$ cat config.mk
export PLATFORM = sky130hd
export DESIGN_NAME = id_alloc_mapper
export DESIGN_NICKNAME = d
export VERILOG_FILES = /design/src/rtl/id_alloc_mapper.sv
export SDC_FILE = /design/constraint.sdc
export NUM_CORES = 1
export LEC_CHECK = 0
export BUFFER_PORTS_ARGS = -buffer_cell sky130_fd_sc_hd__buf_2
export CORE_UTILIZATION = 58
export CTS_CLUSTER_SIZE = 14
export DETAILED_ROUTE_END_ITERATION = 8
export PLACE_DENSITY = 0.85
export SLEW_MARGIN = 20
export SYNTH_ARGS = -nofsm -noshare
export SYNTH_HDL_FRONTEND = slang
export SYNTH_SLANG_ARGS = --single-unit
export TNS_END_PERCENT = 50
$ cat constraint.sdc
create_clock -name clk -period 2.9 [get_ports clk]
set_input_delay 0.29 -clock clk [delete_from_list [all_inputs] [get_ports clk]]
set_output_delay 0.29 -clock clk [all_outputs]
set_load 0.01 [all_outputs]
$ cat src/rtl/id_alloc_mapper.sv
// Transaction-ID allocator: binds narrow upstream IDs to fabric slot IDs,
// reusing a bound slot for same-ID ordering and freeing it on the last completion.
module id_alloc_mapper #(
  parameter int IN_ID_W   = 2,
  parameter int OUT_ID_W  = 5,
  parameter int NUM_SLOTS = 4,
  parameter int MAX_OUT   = 4
) (
  input  logic                clk,
  input  logic                reset,
  input  logic                io_req_valid,
  output logic                io_req_ready,
  input  logic [IN_ID_W-1:0]  io_req_in_id,
  output logic [OUT_ID_W-1:0] io_req_out_id,
  input  logic                io_resp_valid,
  input  logic [OUT_ID_W-1:0] io_resp_out_id,
  output logic                io_resp_matches,
  output logic [IN_ID_W-1:0]  io_resp_in_id,
  output logic                io_idle,
  output logic                io_err
);

  localparam int CNT_W = $clog2(MAX_OUT + 1);
  localparam logic [CNT_W-1:0] MAX_CNT = CNT_W'(MAX_OUT);
  localparam logic [CNT_W-1:0] ONE_CNT = CNT_W'(1);

  logic [NUM_SLOTS-1:0]              vld_q, vld_d;
  logic [NUM_SLOTS-1:0][IN_ID_W-1:0] in_id_q, in_id_d;
  logic [NUM_SLOTS-1:0][CNT_W-1:0]   cnt_q, cnt_d;
  logic                              err_q, err_d;

  logic [NUM_SLOTS-1:0] hit_vec, alloc_vec, resp_vec, inc_vec, dec_vec;
  logic                 hit, hit_room, free_found, req_fire;
  logic [OUT_ID_W-1:0]  hit_oid, free_oid;

  // Lookup is purely from registered state; same-cycle responses never free a slot early.
  always_comb begin
    hit             = 1'b0;
    hit_room        = 1'b0;
    hit_oid         = '0;
    free_found      = 1'b0;
    free_oid        = '0;
    hit_vec         = '0;
    alloc_vec       = '0;
    resp_vec        = '0;
    io_resp_matches = 1'b0;
    io_resp_in_id   = '0;
    for (int unsigned i = 0; i < NUM_SLOTS; i++) begin
      if (vld_q[i] && (in_id_q[i] == io_req_in_id)) begin
        hit_vec[i] = 1'b1;
        hit        = 1'b1;
        hit_oid    = OUT_ID_W'(i);
        hit_room   = (cnt_q[i] < MAX_CNT);
      end
      if (!vld_q[i] && !free_found) begin
        alloc_vec[i] = 1'b1;
        free_found   = 1'b1;
        free_oid     = OUT_ID_W'(i);
      end
      if (vld_q[i] && (io_resp_out_id == OUT_ID_W'(i))) begin
        resp_vec[i]     = 1'b1;
        io_resp_matches = 1'b1;
        io_resp_in_id   = in_id_q[i];
      end
    end
    io_req_ready  = hit ? hit_room : free_found;
    io_req_out_id = hit ? hit_oid : (free_found ? free_oid : '0);
    req_fire      = io_req_valid && io_req_ready;
    inc_vec       = req_fire ? (hit ? hit_vec : alloc_vec) : '0;
    dec_vec       = io_resp_valid ? resp_vec : '0;
    io_idle       = ~|vld_q;
    io_err        = err_q;
  end

  always_comb begin
    vld_d   = vld_q;
    in_id_d = in_id_q;
    cnt_d   = cnt_q;
    err_d   = err_q | (io_resp_valid & ~io_resp_matches);
    for (int unsigned i = 0; i < NUM_SLOTS; i++) begin
      // Increment and decrement on the same slot cancel, so a slot at cnt=1 stays bound.
      if (inc_vec[i] && !dec_vec[i]) begin
        if (vld_q[i]) begin
          cnt_d[i] = cnt_q[i] + ONE_CNT;
        end else begin
          vld_d[i]   = 1'b1;
          in_id_d[i] = io_req_in_id;
          cnt_d[i]   = ONE_CNT;
        end
      end else if (dec_vec[i] && !inc_vec[i]) begin
        cnt_d[i] = cnt_q[i] - ONE_CNT;
        if (cnt_q[i] == ONE_CNT) begin
          vld_d[i]   = 1'b0;
          in_id_d[i] = '0;
        end
      end
    end
  end

  always_ff @(posedge clk or negedge reset) begin
    if (!reset) begin
      vld_q   <= '0;
      in_id_q <= '0;
      cnt_q   <= '0;
      err_q   <= 1'b0;
    end else begin
      vld_q   <= vld_d;
      in_id_q <= in_id_d;
      cnt_q   <= cnt_d;
      err_q   <= err_d;
    end
  end

endmodule

==> qor.csv, run 1 <==
metric,value,unit
synth_cell_types,55,
timing.rr.start,in_id_q[5]$_DFFE_PN0P_,
synthCells,221,
worstPathArrival,2.94,ns
worst_slew_pin_slew,0.6166,ns
ctsLongestPathBuffers,2,
synth.avg_cell_area,8.815,um^2
grt_pass1_vias,1530,
p_per_area,991.4,mW/mm^2
synth_edf_count,0,
fin_skew,0.005284,ns
ir_drop,0.0005616,V
clkSlewWorstSetupHoldPaths,0.14,ns
finalSetupViolCount,0,
dp_cells,276,
critPathKind,flip-flop to flip-flop,
status,completed,
route.detailed.wl_per_inst,14.81,um
dr_total_vias,1679,
hpwl,3198,um
diodes,0,
cts_tree,yes,
synth-main-ff-cell,dfrtp_1,
area_growth,8.028,%
r2r_setup_slack,0.18,ns
cp-start-kind,flip-flop,
mappedNetlistArea,0.001948,mm^2
leakage,0.9610,nW
dpl_cell_area,0.002058,mm^2
synth_top_area_cell,dfrtp_1,
numCtsBuffers,3,
synthAdderAreaFrac,10.28,%
fmax,0.3671,GHz
layoutNonFillerInstCount,281,
yosys.area_share.simple,19.08,%
required,3.12,ns
dieArea,0.003595,mm^2
post-route-period-util,93.94,%
ios,22,
synth_compound_area_share,23.70,%
power.total,2.086,mW
grt_usage,25.74,%
cp-end-kind,flip-flop,
cts.sinks,25,
nets,265,
min-delay-start,io_resp_valid,
gp_congestion,0.8245,
r2r-end,vld_q[0]$_DFFE_PN0P_,
first_pass_iters,4,
yosys.area.top_type_share,32.11,%
synthMuxAreaShare,3.276,%
grt-ovfl-total,0,
synth-seq-cells,25,
ys_seq_area_share,32.11,%
slew_violations,0,
async_flop_share,100.0,%
fp.dieW,59.96,um
dp_slack,0.1029,ns
synth_xor_area_share,4.367,%
start_util,62.28,%
crit_path_max_fanout,8,
wl,4161,um
fin_util,67.28,%
rows,20,
fin_hold_ws,0.2553,ns
drv_cap,0,
final_hold_viol_count,0,
slew_headroom,58.32,%
core,0.003128,mm^2
ys_warn_count,0,
finalCriticalPeriod,2.724,ns
die_y,59.96,um
drc_errors,0,
clockRootBuffer,clkbuf_4,
antenna_found_initial,0,
final_area,0.002105,mm^2
min_path_type,primary input to flip-flop,
cp-startpoint,in_id_q[5]$_DFFE_PN0P_,
port_buffers,18,
layout_setup_ws,0.1757,ns
synth_area_leaders,"dfrtp_1 32%, ha_1 10%, a21oi_1 3.6%",
rsz0062_at_grt,no,
drive_gt1_share,19.83,%
vias_per_cell,5.975,
r2r_cells,9,
grt_pass1_wl,6955,um
ant_nets,0,
grt_max_degree,26,
holdPathStages,3,
synth_top_family_by_area,compound AO/OA/AOI/OAI gates,
first_iter_violations,64,
ctsHtreeMaxLevel,1,
hold_end,io_err$_DFF_PN0_,
clock_latency,0.32,ns
final.setup.tns,0,ns
## cell usage after synthesis (2+ instances only)
| library cell | count |
|---|---|
| nand3_1 | 11 |
| o21bai_1 | 2 |
| xnor2_1 | 6 |
| nand3b_1 | 2 |
| mux2_2 | 3 |
| nor3_1 | 5 |
| a22o_2 | 2 |
| a22oi_1 | 6 |
| a21oi_1 | 14 |
| ha_1 | 16 |
| dfrtp_1 | 25 |
| a211oi_1 | 2 |
| nor2b_1 | 3 |
| clkbuf_1 | 8 |
| inv_1 | 14 |
| a22o_1 | 7 |
| xnor2_2 | 2 |
| buf_4 | 3 |
| o21ai_0 | 14 |
| nand2b_1 | 2 |
| mux2i_1 | 3 |
| or2_2 | 2 |
| nand2_1 | 18 |
| buf_6 | 2 |
| nor2_1 | 18 |
| a32o_1 | 2 |
## metal layers
metal | vias to the layer above | wire length [um] | GRT usage (%)
met5 | - | 0 | 0
met4 | 0 | 29 | 6.977
met3 | 4 | 203 | 2.814
met2 | 53 | 1955 | 42.06
met1 | 793 | 1972 | 36.05
li1 | 829 | - | -
## sequential cells by signal, indices dropped and copies added, names as in the netlist
| name | flops |
|---|---|
| cnt_q | 12 |
| in_id_q | 8 |
| vld_q | 4 |
| io_err | 1 |
## cell families after synthesis
logic type | after synthesis
AND/OR/NAND/NOR | 72
AO/OA/AOI/OAI | 64
buffers and inverters | 29
flip-flops | 25
adder cells (fa/ha/maj) | 16
XOR/XNOR | 8
multiplexers | 6
other | 1
## timing repair
action	4_1_cts	5_1_grt
setup endpoints to repair	0	14
hold endpoints to repair	25	0
hold buffers	1	0
resized for setup	0	4
buffers inserted	0	0
## power breakdown
part           internal [mW]  switching (mW)  total (mW)
registers              0.501           0.200       0.701
clock network         0.0538           0.104       0.158
logic                  0.570           0.658        1.23
## placed cells by master (no fill, tap or decap), types with 3 or more instances in the layout
cell type and instances:
dfrtp_1 24, nand2_1 18, buf_2 18, nor2_1 17
ha_1 16, inv_1 14, o21ai_0 14, a21oi_1 14
nand3_1 10, a22o_1 7, xnor2_1 6, a22oi_1 6
nor3_1 5, buf_4 5, nor2b_1 3, mux2_2 3
mux2i_1 3, conb_1 3, clkbuf_4 3
## worst max-delay path by stage
stage                             end  depth (start not counted)
2_1_floorplan    cnt_q[5]$_DFFE_PN0P_                         12
3_3_place_gp   in_id_q[5]$_DFFE_PN0P_                         10
4_1_cts        in_id_q[5]$_DFFE_PN0P_                          9
6_report         vld_q[0]$_DFFE_PN0P_                          9
3_5_place_dp   in_id_q[5]$_DFFE_PN0P_                         10
5_1_grt         cnt_q[11]$_DFFE_PN0P_                          9
## layout make-up
cell class	count	area (um^2)
fill	257	1023
timing repair buffer	24	137.6
inverter	15	56.30
clock buffer	4	26.28
sequential	25	626.9
multi-input combinational	169	1202
tap	44	55.05
## worst max-delay path, cell delays in order (launching register included)
cell and delay [ns]:
dfrtp_1 0.47, xnor2_1 0.28, nand3_2 0.20, and4b_4 0.26, a211oi_4 0.29, nor3_1 0.11
ha_1 0.40, nor2_1 0.24, a21oi_1 0.10, or2_2 0.27
No activity file was read; power rests on OpenSTA's default activity.
==> run 2, diff against run 1 <==
--- a/config.mk
+++ b/config.mk
@@ -10,6 +10,7 @@
 export CTS_CLUSTER_SIZE = 14
 export DETAILED_ROUTE_END_ITERATION = 8
 export PLACE_DENSITY = 0.85
+export SETUP_SLACK_MARGIN = 0.5
 export SLEW_MARGIN = 20
 export SYNTH_ARGS = -nofsm -noshare
 export SYNTH_HDL_FRONTEND = slang
==> run 2 against run 1 <==
Effect of this change:
- cell count grew 3.2%
- sequential power grew 3.3%
- combinational power grew 23%
- critical endpoint is now in_id_q[0]$_DFFE_PN0P_
- clock skew shrank 0.0010 ns
- die area is the same
- global-route usage grew 4.4 points
- clock power grew 4%
- sequential cell count is the same
==> qor.csv, run 2 (same netlist as run 1, synthesis figures left out) <==
metric,value,unit,change
drive_gt1_share,33.74,%,was 19.83%
nets,274,,was 265
drv_cap,0,,unchanged
start_util,62.28,%,unchanged
clock_latency,0.33,ns,was 0.32 ns
diodes,0,,unchanged
fmax,0.3954,GHz,was 0.3671 GHz
slew_violations,0,,unchanged
holdPathStages,3,,unchanged
area_growth,20.17,%,was 8.028%
cp-end-kind,flip-flop,,unchanged
final_cell_mix,"22 x dfrtp_1, 18 x buf_2, 17 x nand2_1, 14 x inv_1, 14 x a21oi_1",,"was 24 x dfrtp_1, 18 x nand2_1, 18 x buf_2, 17 x nor2_1, 16 x ha_1"
route.detailed.wl_per_inst,16.98,um,was 14.81 um
rows,20,,unchanged
grt_use_met3,5.844,%,was 2.814%
met1_usage,38.02,%,was 36.05%
dpl_cell_area,0.002036,mm^2,was 0.002058 mm^2
first_pass_iters,5,,was 4
top_usage_layer,met2,,unchanged
status,completed,,unchanged
reg_top3,"cnt_q x12, in_id_q x8, vld_q x4",,unchanged
vias_per_cell,6.224,,was 5.975
wl,4925,um,was 4161 um
ctsHtreeMaxLevel,1,,unchanged
grt_pass1_wl,8059,um,was 6955 um
dr_total_vias,1805,,"was 1,679"
grt_usage,30.16,%,was 25.74%
crit_path_max_fanout,6,,was 8
worstPathArrival,2.77,ns,was 2.94 ns
ios,22,,unchanged
cts.sinks,25,,unchanged
cp-start-kind,flip-flop,,unchanged
first_iter_violations,170,,was 64
final_area,0.002341,mm^2,was 0.002105 mm^2
port_buffers,18,,unchanged
largest_reg_flops,12,,unchanged
critPathKind,flip-flop to flip-flop,,unchanged
slew_headroom,61.70,%,was 58.32%
numCtsBuffers,3,,unchanged
gp_congestion,0.8828,,was 0.8245
cts_tree,yes,,unchanged
slowest_stage,dfrtp_1,,unchanged
leakage,1.046,nW,was 0.9610 nW
finalCriticalPeriod,2.529,ns,was 2.724 ns
fin_skew,0.004257,ns,was 0.005284 ns
finalSetupViolCount,0,,unchanged
path_common_cell,a22o_1,,
path_delay_family,compound AO/OA/AOI/OAI gates,,was simple AND/OR/NAND/NOR gates
dp_cells,273,,was 276
fp.dieW,59.96,um,unchanged
min_path_type,primary input to flip-flop,,unchanged
p_per_area,1025,mW/mm^2,was 991.4 mW/mm^2
clkSlewWorstSetupHoldPaths,0.15,ns,was 0.14 ns
clockRootBuffer,clkbuf_4,,unchanged
core,0.003128,mm^2,unchanged
layoutNonFillerInstCount,290,,was 281
power.total,2.399,mW,was 2.086 mW
hpwl,3188,um,was 3198 um
die_y,59.96,um,unchanged
ir_drop,0.0006322,V,was 0.0005616 V
cp.depth,10,,was 9
final_hold_viol_count,0,,unchanged
regMostFlops,cnt_q,,unchanged
worst_slew_pin_slew,0.5744,ns,was 0.6166 ns
final_common_cell,dfrtp_1,,unchanged
ctsLongestPathBuffers,2,,unchanged
drc_errors,0,,unchanged
grt_pass1_vias,1732,,"was 1,530"
crit_buf_inv,1,,was 0
grt_use_met2,52.70,%,was 42.06%
post-route-period-util,87.22,%,was 93.94%
cp_slowest_stage_delay,0.48,ns,was 0.47 ns
path_cells,"xnor2_2, nand3_2, and4b_4, a211oi_4, buf_4, nor3_4, ha_4, nor2_2, a22o_1, a22o_1",,"was xnor2_1, nand3_2, and4b_4, a211oi_4, nor3_1, ha_1, nor2_1, a21oi_1, or2_2"
dieArea,0.003595,mm^2,unchanged
r2r_cells,10,,was 9
rsz0062_at_grt,yes,,was no
final.setup.tns,0,ns,unchanged
grt-ovfl-total,0,,unchanged
required,3.14,ns,was 3.12 ns
ant_nets,0,,unchanged
grt_max_degree,26,,unchanged
fin_hold_ws,0.2457,ns,was 0.2553 ns
antenna_found_initial,0,,unchanged
==> run 2: changes by cell type in the layout (fill, tap and decap cells not counted), moves of 4 or more <==
cell     delta
xnor2_2     +4
xnor2_1     -4
nor2_1      -4
ha_1        -4
buf_4       +8
==> run 2: final timing paths <==
kind | from | end | slack (ns)
max in group asynchronous | reset | vld_q[2]$_DFFE_PN0P_ | 2.03
hold / removal | io_resp_valid | io_err$_DFF_PN0_ | 0.25
hold reg to reg | io_err$_DFF_PN0_ | io_err$_DFF_PN0_ | 0.50
min in group asynchronous | reset | cnt_q[3]$_DFFE_PN0P_ | 0.46
setup / recovery | in_id_q[5]$_DFFE_PN0P_ | in_id_q[0]$_DFFE_PN0P_ | 0.37
setup reg to reg | in_id_q[5]$_DFFE_PN0P_ | in_id_q[0]$_DFFE_PN0P_ | 0.37
==> run 2: report_power, final <==
| group | internal, mW | switching, mW |
|---|---|---|
| Sequential | 0.503 | 0.221 |
| Combinational | 0.731 | 0.779 |
| Clock | 0.0519 | 0.114 |
| Total | 1.29 | 1.11 |
==> run 2: area by class of cell <==
type,count,area (um^2)
Clock buffer,3,22.52
Fill cell,222,787.0
Timing Repair Buffer,33,209.0
Sequential cell,25,629.4
Tap cell,44,55.05
Inverter,15,56.30
Multi-Input combinational cell,169,1364
Clock inverter,1,5.005
==> run 2: worst min-delay path, stage by stage <==
cell and delay [ns]:
buf_2 0.14, inv_1 0.06, o21bai_1 0.06
==> run 2: what timing repair did <==
item / CTS / global route
gates resized for setup: 22 / 22
setup buffers: 11 / 1
endpoints found under the hold margin: 25 / 0
hold buffers: 1 / 0
setup endpoints to repair: 22 / 26
pin swaps: 8 / 6
==> run 2: metrics by stage <==
| step | worst slack [ns] | util [%] |
|---|---|---|
| floorplan | 0.5113 | - |
| global placement | 0.2672 | 65.08 |
| detailed placement | 0.1746 | 65.08 |
| CTS | 0.3980 | 72.12 |
| global route | 0.2511 | 74.84 |
| finish | 0.3706 | 74.84 |
==> run 2: layer usage <==
metal / routed length, um / vias to the layer above
met5: 0 / -
met4: 68 / 0
met3: 287 / 8
met2: 2495 / 75
met1: 2074 / 885
li1: - / 837
